File: config.mk
export PLATFORM = sky130hd
export DESIGN_NAME = bram_req_scheduler
export DESIGN_NICKNAME = d
export VERILOG_FILES = /design/src/rtl/bram_req_scheduler.sv
export SDC_FILE = /design/constraint.sdc
export NUM_CORES = 1
export LEC_CHECK = 0
export CAP_MARGIN = 40
export CORE_AREA = 4 4 354 356
export DETAILED_ROUTE_END_ITERATION = 7
export DIE_AREA = 0 0 358 360
export GPL_TIMING_DRIVEN = 0
export PLACE_DENSITY = 0.38
export SLEW_MARGIN = 20
export SYNTH_ARGS = -nofsm -noshare
export SYNTH_HDL_FRONTEND = slang
export SYNTH_SLANG_ARGS = --single-unit
File: constraint.sdc
create_clock -name clk -period 12.86 [get_ports clk]
set_input_delay 1.286 -clock clk [delete_from_list [all_inputs] [get_ports clk]]
set_output_delay 1.286 -clock clk [all_outputs]
set_load 0.01 [all_outputs]
File: src/rtl/bram_req_scheduler.sv
// Shares one single-port BRAM between NUM_REQ requesters: one accept per cycle,
// round-robin arbitration with an aging override, in-order read responses.

module bram_req_age_cnt #(
  parameter int LIMIT = 15,
  parameter int CNT_W = 4
) (
  input  logic clk,
  input  logic reset,
  input  logic valid,
  input  logic accept,
  output logic sat
);
  logic [CNT_W-1:0] cnt;

  // Disabled cycles still age a pending request.
  always_ff @(posedge clk or posedge reset) begin
    if (reset)                         cnt <= '0;
    else if (!valid || accept)         cnt <= '0;
    else if (cnt != CNT_W'(LIMIT))     cnt <= cnt + 1'b1;
  end

  assign sat = (cnt == CNT_W'(LIMIT));
endmodule

module bram_req_scheduler #(
  parameter int DATA_WIDTH   = 32,
  parameter int ADDR_WIDTH   = 32,
  parameter int NUM_REQ      = 8,
  parameter int STARVE_LIMIT = 15
) (
  input  logic                  clk,
  input  logic                  reset,
  input  logic                  sched_en,
  input  logic [NUM_REQ-1:0]    req_valid,
  output logic [NUM_REQ-1:0]    req_ready,
  input  logic [NUM_REQ-1:0]    req_we,
  input  logic [ADDR_WIDTH-1:0] req_addr  [NUM_REQ],
  input  logic [DATA_WIDTH-1:0] req_wdata [NUM_REQ],
  output logic [NUM_REQ-1:0]    resp_valid,
  output logic [DATA_WIDTH-1:0] resp_data [NUM_REQ],
  output logic                  bram_en,
  output logic                  bram_we,
  output logic [ADDR_WIDTH-1:0] bram_addr,
  output logic [DATA_WIDTH-1:0] bram_din,
  input  logic [DATA_WIDTH-1:0] bram_dout,
  output logic                  busy,
  output logic                  starve_evt
);
  localparam int CH_W  = (NUM_REQ > 1) ? $clog2(NUM_REQ) : 1;
  localparam int CNT_W = $clog2(STARVE_LIMIT + 1);

  logic [NUM_REQ-1:0] age_sat;
  logic [CH_W-1:0]    last_grant;
  logic [CH_W-1:0]    ovr_idx, rr_idx, grant_idx;
  logic               ovr_hit, rr_hit, grant_any;
  int                 rr_j;

  // vld_pipe[1]: read issued to BRAM; vld_pipe[2]: bram_dout valid this cycle
  logic [2:1]         vld_pipe;
  logic [CH_W-1:0]    ch_pipe [2:1];

  bram_req_age_cnt #(.LIMIT(STARVE_LIMIT), .CNT_W(CNT_W)) u_age [NUM_REQ-1:0] (
    .clk    (clk),
    .reset  (reset),
    .valid  (req_valid),
    .accept (req_ready),
    .sat    (age_sat)
  );

  // Descending loops so the last hit written is the lowest index / nearest RR slot.
  always_comb begin
    ovr_hit   = 1'b0;
    ovr_idx   = '0;
    rr_hit    = 1'b0;
    rr_idx    = '0;
    rr_j      = 0;
    req_ready = '0;
    for (int i = NUM_REQ - 1; i >= 0; i--) begin
      if (req_valid[i] && age_sat[i]) begin
        ovr_hit = 1'b1;
        ovr_idx = CH_W'(i);
      end
    end
    for (int k = NUM_REQ; k >= 1; k--) begin
      rr_j = int'(last_grant) + k;
      if (rr_j >= NUM_REQ) rr_j = rr_j - NUM_REQ;
      if (req_valid[rr_j]) begin
        rr_hit = 1'b1;
        rr_idx = CH_W'(rr_j);
      end
    end
    grant_any = sched_en && (ovr_hit || rr_hit);
    grant_idx = ovr_hit ? ovr_idx : rr_idx;
    if (grant_any) req_ready[grant_idx] = 1'b1;
  end

  always_ff @(posedge clk or posedge reset) begin
    if (reset) begin
      bram_en    <= 1'b0;
      bram_we    <= 1'b0;
      bram_addr  <= '0;
      bram_din   <= '0;
      last_grant <= CH_W'(NUM_REQ - 1);
      starve_evt <= 1'b0;
      vld_pipe   <= '0;
      ch_pipe[1] <= '0;
      ch_pipe[2] <= '0;
      resp_valid <= '0;
      for (int i = 0; i < NUM_REQ; i++) resp_data[i] <= '0;
    end else begin
      bram_en    <= grant_any;
      bram_we    <= grant_any && req_we[grant_idx];
      starve_evt <= grant_any && ovr_hit;
      if (grant_any) begin
        bram_addr  <= req_addr[grant_idx];
        bram_din   <= req_wdata[grant_idx];
        last_grant <= grant_idx;
      end
      vld_pipe[1] <= grant_any && !req_we[grant_idx];
      ch_pipe[1]  <= grant_idx;
      vld_pipe[2] <= vld_pipe[1];
      ch_pipe[2]  <= ch_pipe[1];
      resp_valid  <= '0;
      if (vld_pipe[2]) begin
        resp_valid[ch_pipe[2]] <= 1'b1;
        resp_data[ch_pipe[2]]  <= bram_dout;
      end
    end
  end

  assign busy = |vld_pipe;
endmodule
Word-level counts from Yosys, hierarchy flattened
Index checks and enable logic that the tools add are counted.

storage, ports and cells
  register bits after elaboration = 374
  bits in latches = 0
  memory bits (writable) = 0
  ROM bits = 0
  input bits = 563
  output and inout port bits = 340
  word-level logic and storage cells = 231
  memories = 0

operators by class
  add/sub/neg operators = 24
  multiply operators = 0
  divide/modulo/power cells = 0
  magnitude comparators = 23
  equal/unequal tests = 16
  shifts and indexed selects = 0
  muxes and demuxes = 98
  bitwise gates (word level) = 2
  reduce and logical (&&, ||, !) cells = 42

operators with widths
  operator                                             count
  2-to-1 mux 32 bit                                    13
  bitwise mux 256 bit                                  1
  < comparator 32 x 5 -> 1 bit, second input constant  8
  binary-select mux 32 bit (select 3 bit)              2
  demux 32 bit (select 3 bit)                          1
  2-to-1 mux 4 bit                                     16
  2-to-1 mux 3 bit                                     17
  >= comparator 4 bit, second input constant           9
  2-to-1 mux 1 bit                                     35
  subtractor 4 x 4 -> 5 bit, second input constant     7
  adder 4 x 1 -> 4 bit, second input constant          8
  equality test 4 bit, second input constant           8
  != test 4 bit, second input constant                 8
  binary-select mux 1 bit (select 3 bit)               9
  adder 3 x 3 -> 4 bit, second input constant          4
  2-to-1 mux 8 bit                                     2
  nonzero test 2 bit                                   8
  logical AND 1 bit                                    15
  logical NOT 1 bit                                    9
  logical OR 1 bit                                     9
  adder 3 x 2 -> 4 bit, second input constant          2
  < comparator 3 x 4 -> 1 bit, second input constant   2
  NOT 3 -> 4 bit                                       2
  demux 1 bit (select 3 bit)                           2
  7 further kinds                                      8

Logic depth before layout (Yosys ltp)
Gate-level depths: netlist (run 1).

  depth after elaboration = 22
  depth in mapped cells = 17
  mapped depth without buffers = 12

By module
A second synthesis (run 1) with hierarchy kept.

unflattened totals
  cell total of the unflattened synthesis = 2000
  area, all modules = 19349.8 um^2

modules (own cells, without submodules)
  module              instances  cells each  area an instance (um^2)  sequential area each (um^2)
  bram_req_scheduler  1          1832        17528.1                  8562.0
  bram_req_age_cnt    8          21          227.7                    100.1

Worst setup path after synthesis (run 1)
OpenSTA, ideal clock, no wires.

  path type = reg-to-output
  start = register last_grant[1]
  end = output req_ready[0]
  arrival time = 3.801 ns
  data required time = 11.574 ns
  slack = 7.773 ns
  cell stages (with the launch flop) = 13
  path buffers = 6
  cells stage by stage = dfstp_2 > buf_2 > buf_4 > clkinv_1 > ha_1 > buf_4 > mux4_2 > or4_1 > o21ai_1 > clkbuf_1 > clkbuf_1 > nor3_1 > buf_4

on the way
  cells in the longest elaborated chain, start to end = 20
  elaborated cells between the ends (all ways) = 81
  those cells by class = 16 x add/sub; 10 x order compare; 52 x mux; 3 x reduce/logical

ends and longest elaborated chain
  item                                                                                                      line  RTL
  start: declaration                                                                                        54    logic [CH_W-1:0] last_grant;
  start signal: assignment                                                                                  104   last_grant <= CH_W'(NUM_REQ - 1);
  start signal: assignment                                                                                  118   last_grant <= grant_idx;
  adder 3 x 4 -> 5 bit                                                                                      86    rr_j = int'(last_grant) + k;
  subtractor 5 x 4 -> 6 bit / >= comparator 5 x 4 -> 1 bit (equally long branches)                          87    if (rr_j >= NUM_REQ) rr_j = rr_j - NUM_REQ;
  2-to-1 mux 32 bit                                                                                         87
  binary-select mux 1 bit (select 3 bit)                                                                    88    if (req_valid[rr_j]) begin
  2-to-1 mux 1 bit (not written as such) (2 in series)                                                      88
  2-to-1 mux 3 bit (8 in series)                                                                            88
  2-to-1 mux 3 bit                                                                                          94    grant_idx = ovr_hit ? ovr_idx : rr_idx;
  < comparator 3 x 4 -> 1 bit (not written as such) / >= comparator 3 x 1 -> 1 bit (equally long branches)  95    if (grant_any) req_ready[grant_idx] = 1'b1;
  logical AND 1 bit (not written as such)                                                                   95
  2-to-1 mux 1 bit (not written as such)                                                                    95
  demux 1 bit (select 3 bit)                                                                                95
  2-to-1 mux 8 bit *                                                                                        95
  end: declaration                                                                                          36    output logic [NUM_REQ-1:0] req_ready,

Mark *: on every way between the ends. The rest lies on a longest branch, timed or not. The select of a mux whose other input is x is not followed.

Final worst setup path (run 1)
  start = register last_grant[1]
  end = output req_ready[4]

Same word-level chain as after synthesis.

==> metrics.md, run 1 <==
| Metric | Value |
|---|---|
| Routed via count | ~20k |
| Post-CTS setup buffers | 0 |
| Ys Warns | 0 |
| Total GRT Usage | between 20% and 30% |
| Syn Std Cell Area | around 19000 sq um |
| Per-cell routed wire length | between 20 and 30 microns |
| Register area | 9360 sq um |
| Vias per cell | 4.28 |
| First-pass GRT wire length | roughly 180 mm |
| Required time of the critical path | ~12000 ps |
| Slew Viols, Final | 0 |
| Cell count after synthesis | around 2k |
| Total Wirelength | around 140 mm |
| Syn Area/Cell | roughly 9.4 sq um |
| Multi-input gate area | about 9000 sq um |
| VDD IR max | 0.184 mV |
| CP Data Arrival Time | around 6200 ps |
| Synth Flop Type | dfrtp_1 |
| Syn nets | approximately 2.6k |
| Number of flops mapped to enable cells by yosys | 0 |
| Fmax | ~0.13 GHz |
| Vias in the first global route | approximately 20k |
| Skew final | roughly 22 ps |
| Critical Path Source Type | register |
| Buffer depth of the longest clock path | 3 |
| Post-synth top cells | nand2_1 (656), dfrtp_1 (371), nor2_1 (165), mux2_2 (134), mux2i_1 (92) |
| Height of the die | roughly 360 microns |
| Worst setup margin | around 5400 ps |
| Clock-pin slew on the worst setup and hold paths | 60 ps |
| Setup CP Type | register to primary output |
| H-tree levels | 2 |
| Clk_lat worst skew | 620 ps |
| Hold_ws | between 300 and 400 ps |
| Worst Hold Launch | ch_pipe[2] |
| Seq/Total Area, Yosys | just under 50% |
| Number of synthesized register bits | between 300 and 400 |
| Initial antenna violation count | 39 |
| R2r endpoint | bram_din[7] |
| R2R setup slack | roughly 6900 ps |
| Slew @ Worst Pin | roughly 840 ps |
| 1st-pass router iterations | 5 |
| RR Startpoint | last_grant[1] |
| Largest area contributor in the netlist | dfrtp_1 |
| Share of the clock period used by the worst path | 58.2% |
| Placement Setup Slack | 5620 ps |
| Core area | about 120000 sq um |
| Final hold violations | 0 |
| Layout cells sized above 1 | about 11% |
| Total power | 12.0 mW |
| Status | complete, no violations |
| Worst-path fanout max | 10 |
| Setup crit end kind | primary output |
| Root buf cell | clkbuf_16 |
| Reg2Reg Depth | 15 |
| Synth-to-Final Area Change | 68.6% |
| PostCTS Resize Cnt | 0 |
| Post-synth cell types | approximately 60 |
| CTS tree | yes |
| DRT antenna net count | 0 |
| # port buffers | ~900 |
| # hold bufs at CTS | 0 |
| Min Tclk post-route | ~7500 ps |
| Ys async rst share | 100% |
| Leakage | 13.4 nW |
| Initial DRC count | between 1k and 1.5k |
| Worst Hold Class | register to register |
| RSZ-0062 raised after global routing | no |
| Total CTS buffers | 51 |
| Setup-failing EPs final | 0 |
| Max-cap violation count | 0 |
| Initial Util | 15.7% |
| Largest net degree at the start of global routing | 94 |
| # rows | 128 |
| P per Cell Area | approximately 370 nW/um^2 |
| I/O Pins | 903 |
| Synth area leaders | dfrtp_1 (49%), nand2_1 (13%), mux2_2 (7.9%) |
| GP Congestion | 0.915 |
| DRC viols | 0 |
| Relative slew slack | 43.8% |
| Fill cell count | 13.2k |
| Die X | roughly 360 microns |
| Global route overflow | 0 |
| Nets@finish | 3574 |
| Worst Setup SP | last_grant[1] |
| Most frequent cell after synthesis | nand2_1 |
| Overall die area | around 130000 sq um |
| Clk sinks | about 370 |
| Dpl hpwl | 111 mm |
| Crit path to | req_ready[4] |
| Share of the synthesized area in the top cell type | around 49% |
[flip-flops by register name, indices dropped and copies added, names as in the netlist]
register,count
bram_din,32
vld_pipe,2
bram_addr,32
starve_evt,1
bram_we,1
resp_data,256
last_grant,3
bram_en,1
resp_valid,8
ch_pipe,6
u_age.cnt,32
[report_power, final]
group | switching (mW) | internal [mW]
sequential | 0.335 | 1.76
combinational | 5.43 | 3.03
clock | 0.601 | 0.812
[worst max-delay path, cell delays in order, from the launching register on]
cell and delay (ps):
dfstp_2 540, buf_2 220, buf_4 230, clkinv_1 310, ha_1 500, buf_4 240, mux4_2 560, a21oi_1 260
a32oi_1 90, a311o_1 360, a41oi_2 170, buf_2 470, nand2_1 410, nor3_1 470, buf_4 180, clkdlybuf4s50_1 560
[cells by family after synthesis]
| kind of cell | count (synthesis) | share of synthesized area (%) |
|---|---|---|
| simple gates | 907 | 19.0 |
| compound gates | 315 | 12.3 |
| fa+ha+maj | 10 | 0.656 |
| buf+inv | 169 | 3.96 |
| mux | 241 | 14.5 |
| xor+xnor | 9 | 0.414 |
| flops | 374 | 49.1 |
[through the flow]
stage,utilization [%],instance area (sq um),TNS (ps),cells
global route,26.4,32100,0,4675
finish,26.4,32100,0,4679
global placement,24.7,30100,-2196890,4551
CTS,26.4,32100,0,4665
floorplan,-,19100,0,2025
detailed placement,25.0,30500,0,4573
[worst min-delay path by stage]
stage	endpoint	depth (start not counted)	slack (ps)
final	ch_pipe[5]	0	350
after global routing	ch_pipe[5]	0	360
after CTS	ch_pipe[5]	0	350
after detailed placement	ch_pipe[3]	0	340
after global placement	ch_pipe[3]	0	330
after floorplan	ch_pipe[3]	0	330
[metal layers]
layer | wire (microns) | global-route usage (%)
met5 | 0 | 0
met4 | 4070 | 6.04
met3 | 9730 | 4.75
met2 | 69600 | 36.4
met1 | 53000 | 23.7
[cell usage in the layout (no fill, tap or decap), drive strengths merged, types with 18 or more instances in the layout]
cell           instances
clkdlybuf4s50        901
nand2                657
dfrtp                371
nor2                 166
clkbuf               151
mux2                 134
buf                   95
mux2i                 93
o21ai                 76
a31oi                 74
a32oi                 63
a32o                  62
nor3                  21
nand3                 19
clkinv                18
[final cells by class]
type / count / share of cell area (%)
flip-flops and latches: 374 / 29.1
repair buffers: 923 / 29.0
multi-input cells: 1482 / 28.0
well taps: 1625 / 6.33
clock buffers: 73 / 4.57
plain buffers: 151 / 2.15
clock inverters: 19 / 0.471
inverters: 18 / 0.234
diodes: 14 / 0.109
Power figures use the tool's default switching activity.
==> run 2, diff against run 1 <==
Clock period 12.86 ns to 7.8 ns, I/O delays scaled along.
==> run 2 against run 1 <==
Clock power rose by 81%. Worst setup slack got worse by 4800 ps. Final cell count rose by 0.64%. Core utilization rose by 0.41 points. Count of clock-buffer cells in the layout fell by 6. Sequential power rose by 65%. Sequential cell count did not move. Global-route usage rose by 0.13 points. Critical path depth rose by 1. Critical path type unchanged. Critical endpoint is now req_ready[7].
==> metrics.md, run 2 (same netlist as run 1, synthesis figures left out) <==
| Metric | Value |
|---|---|
| Die X | 358 microns (unchanged) |
| Global route overflow | 0 (unchanged) |
| Critical path's most frequent cell | buf_4 |
| Initial antenna violation count | 34 (-13%) |
| Clk_lat worst skew | 620 ps (about the same) |
| Fin area | 32600 sq um (+1.5%) |
| Per-cell routed wire length | 29.1 microns (-0.19%) |
| Critical Path Source Type | register |
| Min-Delay Path Depth | 0 (unchanged) |
| Share of the clock period used by the worst path | around 90% |
| H-tree levels | 2 (unchanged) |
| Leakage | 13.6 nW (+1.7%) |
| Largest net degree at the start of global routing | 30 (-68%) |
| First-pass GRT wire length | 181 mm (+0.67%) |
| Commonest non-fill, non-tap cell in the layout | clkdlybuf4s50_1 |
| Post-DP Area | 30800 sq um (+1.0%) |
| Height of the die | 360 microns (unchanged) |
| CP bufs+invs | 8 (+1) |
| Worst Hold Class | register to register |
| 1st-pass router iterations | 5 (unchanged) |
| Nets@finish | 3596 (+0.62%) |
| I/O Pins | 903 (unchanged) |
| # rows | 128 (unchanged) |
| Critical Path Stages | 16 (+1) |
| Relative slew slack | 39.3% (-4.5 points) |
| Vias in the first global route | 20.5k (+0.75%) |
| CP peak stage delay | 660 ps (+100 ps) |
| PostCTS Resize Cnt | 0 (unchanged) |
| Total GRT Usage | 20.3% (+0.13 points) |
| Core area | 122000 sq um (unchanged) |
| Clk sinks | 374 (unchanged) |
| Routed via count | 20.1k (+0.42%) |
| # hold bufs at CTS | 0 (unchanged) |
| Worst-path fanout max | 10 (unchanged) |
| Min Tclk post-route | slightly above 7000 ps |
| Layout cells sized above 1 | 12.0% (+0.82 points) |
| Clock-pin slew on the worst setup and hold paths | 60 ps (about the same) |
| Total Wirelength | 137 mm (+0.45%) |
| DRT antenna net count | 0 (unchanged) |
| Dpl hpwl | 113 mm (+2.1%) |
| Post-CTS setup buffers | 0 (unchanged) |
| Reg2Reg Depth | 17 (+2) |
| Slew @ Worst Pin | 901 ps (+58.4 ps) |
| Max-cap violation count | 0 (unchanged) |
| Buffer depth of the longest clock path | 3 (unchanged) |
| P per Cell Area | 623 nW/um^2 (+67%) |
| CTS tree | yes |
| Total CTS buffers | 51 (unchanged) |
| Total power | 20.3 mW (+70%) |
| Vias per cell | 4.27 (-0.22%) |
| Cells along the critical path | buf_2 > buf_4 > clkinv_1 > ha_1 > buf_4 > mux4_2 > mux2i_1 > mux2_2 > nand3b_1 > a211o_1 > nand2_2 > buf_2 > buf_1 > nor3b_1 > buf_4 > clkdlybuf4s50_1 |
| Final hold violations | 0 (unchanged) |
| Required time of the critical path | 7020 ps (-4550 ps) |
| VDD IR max | 0.311 mV (+69%) |
| Setup crit end kind | primary output |
| Status | complete, no violations |
| Register with the most flip-flops | resp_data |
| Initial DRC count | 1371 (-5.0%) |
| Layout Cells excl Fill | 4709 (+0.64%) |
| Slowest CP cell | buf_1 |
| Setup CP Type | register to primary output |
| # port buffers | 901 (unchanged) |
| Most frequent cells in the layout | clkdlybuf4s50_1 (901), nand2_1 (656), dfrtp_1 (371) |
| Fmax | ~0.14 GHz |
| Synth-to-Final Area Change | 71.2% |
| Max reg flops | 256 (unchanged) |
| Slew Viols, Final | 0 (unchanged) |
| Root buf cell | clkbuf_16 |
| CP Data Arrival Time | 6420 ps (+220 ps) |
| DRC viols | 0 (unchanged) |
| Setup-failing EPs final | 0 (unchanged) |
| Initial Util | 15.7% (unchanged) |
| Placed instance count | 4595 (+0.48%) |
| RSZ-0062 raised after global routing | no |
| Overall die area | 129000 sq um (unchanged) |
| Worst path top cell family by delay | buffers and inverters |
| Skew final | 20.8 ps (-1.55 ps) |
| GP Congestion | 0.919 (+0.42%) |
| Hold_ws | 349 ps (+2.68 ps) |
==> run 2: cell types whose count changed in the layout (fill, tap and decap cells not counted), sizes merged <==
| cell | change |
|---|---|
| buf | +22 |
| bufinv | +6 |
| clkbuf | -6 |
| diode | +4 |
| clkinvlp | +3 |
| clkinv | +1 |
==> run 2: final cells by class <==
| class | count | area (sq um) |
|---|---|---|
| Sequential cell | 374 | 9360 |
| Tap cell | 1625 | 2030 |
| Buffer | 151 | 691 |
| Fill cell | 13100 | 89100 |
| Inverter | 18 | 71.3 |
| Clock buffer | 67 | 1420 |
| Timing Repair Buffer | 945 | 9660 |
| Antenna cell | 18 | 45.0 |
| Clock inverter | 29 | 378 |
| Multi-Input combinational cell | 1482 | 8970 |
==> run 2: worst register-to-register path, cell delays in order, from the launching register on <==
cell and delay [ps]:
dfstp_2 550, buf_2 230, buf_4 240, clkinv_1 340
ha_1 530, buf_4 250, mux2i_1 140, mux4_2 580
nand2_1 100, o22ai_1 70, a221oi_1 340, nand2_2 300
inv_2 260, buf_2 430, buf_2 580, nand2_1 150
a32oi_1 720, a32o_1 280
==> run 2: worst paths after layout <==
path	slack (ps)	to	startpoint
max	600	req_ready[7]	last_grant[1]
min	350	ch_pipe[3]	ch_pipe[0]
max reg2reg	1660	bram_din[6]	last_grant[1]
min reg2reg	350	ch_pipe[3]	ch_pipe[0]
max in group asynchronous	5850	resp_data[73]	reset
min in group asynchronous	640	resp_data[212]	reset
==> run 2: power breakdown <==
| group | switching (mW) | internal (mW) | total [mW] |
|---|---|---|---|
| clock | 1.03 | 1.52 | 2.55 |
| sequential | 0.554 | 2.91 | 3.46 |
| combinational | 9.17 | 5.15 | 14.3 |
| total | 10.8 | 9.58 | 20.3 |
==> run 2: layer usage <==
| metal | global-route usage (%) | vias to the layer above | routed length [microns] |
|---|---|---|---|
| met5 | 0 | - | 13 |
| met4 | 6.04 | 2 | 3770 |
| met3 | 4.68 | 129 | 9120 |
| met2 | 36.0 | 770 | 69000 |
| met1 | 24.4 | 10100 | 55100 |
| li1 | - | 9106 | - |
==> run 2: metrics by stage <==
step	setup WS, ps	TNS (ps)	utilization [%]
after global routing	238	0	26.8
after global placement	-1960	-696460	24.7
after CTS	474	0	26.8
final	603	0	26.8
after detailed placement	1200	0	25.3
after floorplan	2000	0	-
==> run 3, diff against run 2 <==
Settings changed: CORE_AREA 4 4 354 356 to 8 8 348 350, DIE_AREA 0 0 358 360 to 0 0 356 358, PLACE_DENSITY 0.38 to 0.39.
==> run 3 against run 2 <==
Die area down 1.1%. First-iteration DRC count up 1.8%. Sequential cell count stayed put. Critical path depth shrank 1. Core utilization is 1.3 points higher. Sequential share of layout area is 0.19 points higher. Cell area fell by 0.66%. Combinational power is essentially flat. Critical endpoint is now req_ready[4]. Worst setup slack improved by 130 ps. Global-route usage grew 0.34 points. Wire length is 1.5% higher. Total power decreased by 1.7%. Highest routed layer unchanged.
==> metrics.md, run 3 (same netlist as run 1, synthesis figures left out) <==
| Metric | Value |
|---|---|
| Met2 Use GR | 36.7% (+0.76 points) |
| Initial DRC count | 1396 (+1.8%) |
| Met1 usage in global routing | 24.0% (-0.49 points) |
| Required time of the critical path | 7020 ps (about the same) |
| Register with the most flip-flops | resp_data |
| Total power | 20.0 mW (-1.7%) |
| Reg2Reg Depth | 16 (-1) |
| Register share of total power | 17.2% (+0.2 points) |
| Setup crit end kind | primary output |
| Sw power | 10.5 mW (-2.4%) |
| Slew Viols, Final | 0 (unchanged) |
| Core area | 115000 sq um (-5.2%) |
| First-pass GRT wire length | 184 mm (+1.2%) |
| Initial Util | 16.5% (+0.85 points) |
| RR Startpoint | last_grant[1] |
| Worst Hold Launch | ch_pipe[0] |
| # hold bufs at CTS | 0 (unchanged) |
| Total Wirelength | 139 mm (+1.5%) |
| Worst setup margin | 735 ps (+131 ps) |
| CP Data Arrival Time | 6290 ps (-130 ps) |
| Layout cells sized above 1 | 11.7% (-0.30 points) |
| Layout Cells excl Fill | 4608 (-2.1%) |
| Placement Setup Slack | 1320 ps (+119 ps) |
| RSZ-0062 raised after global routing | no |
| Buffer depth of the longest clock path | 3 (unchanged) |
| 1st-pass router iterations | 5 (unchanged) |
| Post-CTS setup buffers | 0 (unchanged) |
| Critical path's most frequent cell | buf_4 |
| Clk sinks | 374 (unchanged) |
| Slowest CP cell | mux4_2 |
| VDD IR max | 0.417 mV (+34%) |
| Post-DP Area | 30600 sq um (-0.59%) |
| Setup CP Type | register to primary output |
| Sw frac | 52.5% (-0.39 points) |
| Setup-failing EPs final | 0 (unchanged) |
| Vias in the first global route | 20.9k (+1.8%) |
| Setup TNS | 0 ps (unchanged) |
| R2R setup slack | 1770 ps (+110 ps) |
| Nets@finish | 3591 (-0.14%) |
| Clk_lat worst skew | 620 ps (about the same) |
| Critical Path Source Type | register |
| Grt peak-use layer | met2 |
| Total CTS buffers | 50 (-2.0%) |
| Relative slew slack | 40.8% (+1.5 points) |
| Clock-pin slew on the worst setup and hold paths | 60 ps (about the same) |
| Max-cap violation count | 0 (unchanged) |
| P per Cell Area | 617 nW/um^2 (-1.0%) |
| H-tree levels | 2 (unchanged) |
| Comb power frac | 70.4% (about the same) |
| # port buffers | 901 (unchanged) |
| Skew final | 16.4 ps (-4.46 ps) |
| # rows | 125 (-2.3%) |
| Final hold violations | 0 (unchanged) |
| Global route overflow | 0 (unchanged) |
| Total GRT Usage | 20.7% (+0.34 points) |
| Share of the clock period used by the worst path | 90.6% (-1.7 points) |
| Max reg flops | 256 (unchanged) |
| Synth-to-Final Area Change | 70.1% |
| Routed via count | 20.2k (+0.38%) |
| Placed instance count | 4490 (-2.3%) |
| Dpl hpwl | 116 mm (+2.7%) |
| Status | complete, no violations |
| Most frequent cells in the layout | clkdlybuf4s50_1 (901), nand2_1 (656), dfrtp_1 (371) |
| Root buf cell | clkbuf_16 |
| Leakage | 13.6 nW (-0.35%) |
| DRT antenna net count | 0 (unchanged) |
| PostCTS Resize Cnt | 0 (unchanged) |
| I/O Pins | 903 (unchanged) |
| Per-cell routed wire length | 30.2 microns (+3.7%) |
| Min-Delay Path Depth | 0 (unchanged) |
| Slew @ Worst Pin | 863 ps (-38.1 ps) |
| DRC viols | 0 (unchanged) |
| Overall die area | 127000 sq um (-1.1%) |
| Die X | 356 microns (-0.56%) |
| Worst Hold Class | register to register |
| CP peak stage delay | 570 ps (-90 ps) |
| CTS tree | yes |
| Cells along the critical path | buf_2 > buf_4 > clkinv_1 > ha_1 > buf_4 > mux4_2 > a21oi_1 > a32oi_1 > a311o_1 > a41oi_2 > buf_2 > nand2_1 > nor3_1 > buf_4 > clkdlybuf4s50_1 |
| R2r endpoint | bram_din[24] |
| GP Congestion | 0.911 (-0.78%) |
| Clk network pwr share | 12.4% (about the same) |
| Min Tclk post-route | 7070 ps (-131 ps) |
| Height of the die | 358 microns (-0.56%) |
| Initial antenna violation count | 39 (+15%) |
| Fin area | 32400 sq um (-0.66%) |
| Internal power | 9.49 mW (-0.89%) |
| WHS Endpoint | ch_pipe[3] |
| Worst-path fanout max | 10 (unchanged) |
| Vias per cell | 4.38 (+2.6%) |
| Commonest non-fill, non-tap cell in the layout | clkdlybuf4s50_1 |
| Fmax | 0.142 GHz (+1.9%) |
| Met3 Usage GRT | 5.35% (+0.66 points) |
| Largest net degree at the start of global routing | 31 (+3.3%) |
-- run 3: routing by layer --
layer	routed length, microns	part of all wire (%)
met5	41	0.029
met4	4480	3.2
met3	9590	6.9
met2	70900	51
met1	54000	39
-- run 3: worst max-delay path, delay by kind of cell, from the launching register on --
family                     cells  cell delay [ps]
AOI/OAI and AO/OA              4              880
adders and majority gates      1              510
buffers and inverters          7             2250
DFF                            1              550
muxes                          1              570
and+or+nand+nor                2              900
-- run 3: metrics by stage --
stage	hold slack [ps]	utilization [%]
final	346	28.1
after global routing	355	28.1
after CTS	349	28.0
after detailed placement	336	26.5
after global placement	333	26.0
after floorplan	331	-
-- run 3: final cells by class --
type                    count  area, sq um
diodes                     25         62.6
plain buffers             151          689
clock buffers              78         1540
clock inverters            15          204
fillers                 12500        83000
inverters                  18         71.3
multi-input cells        1482         8970
flip-flops and latches    374         9360
well taps                1524         1910
repair buffers            941         9610
-- run 3: power by group through the flow --
stage | registers [mW] | logic (mW) | clock network (mW)
floorplan | 3.80 | 6.41 | 0
global placement | 3.46 | 14.1 | 0
detailed placement | 3.47 | 14.3 | 0
CTS | 3.45 | 14.3 | 2.56
global route | 3.57 | 14.9 | 2.63
finish | 3.45 | 14.1 | 2.47
-- run 3: worst max path at each step --
| stage | endpoint | startpoint | slack, ps | cells past startpoint |
|---|---|---|---|---|
| floorplan | bram_addr[0] | reset | 2000 | 1 |
| global placement | resp_data[200] | reset | -1860 | 2 |
| detailed placement | req_ready[7] | last_grant[1] | 1320 | 16 |
| CTS | req_ready[7] | last_grant[1] | 620 | 16 |
| global route | req_ready[4] | last_grant[1] | 380 | 15 |
| finish | req_ready[4] | last_grant[1] | 730 | 15 |
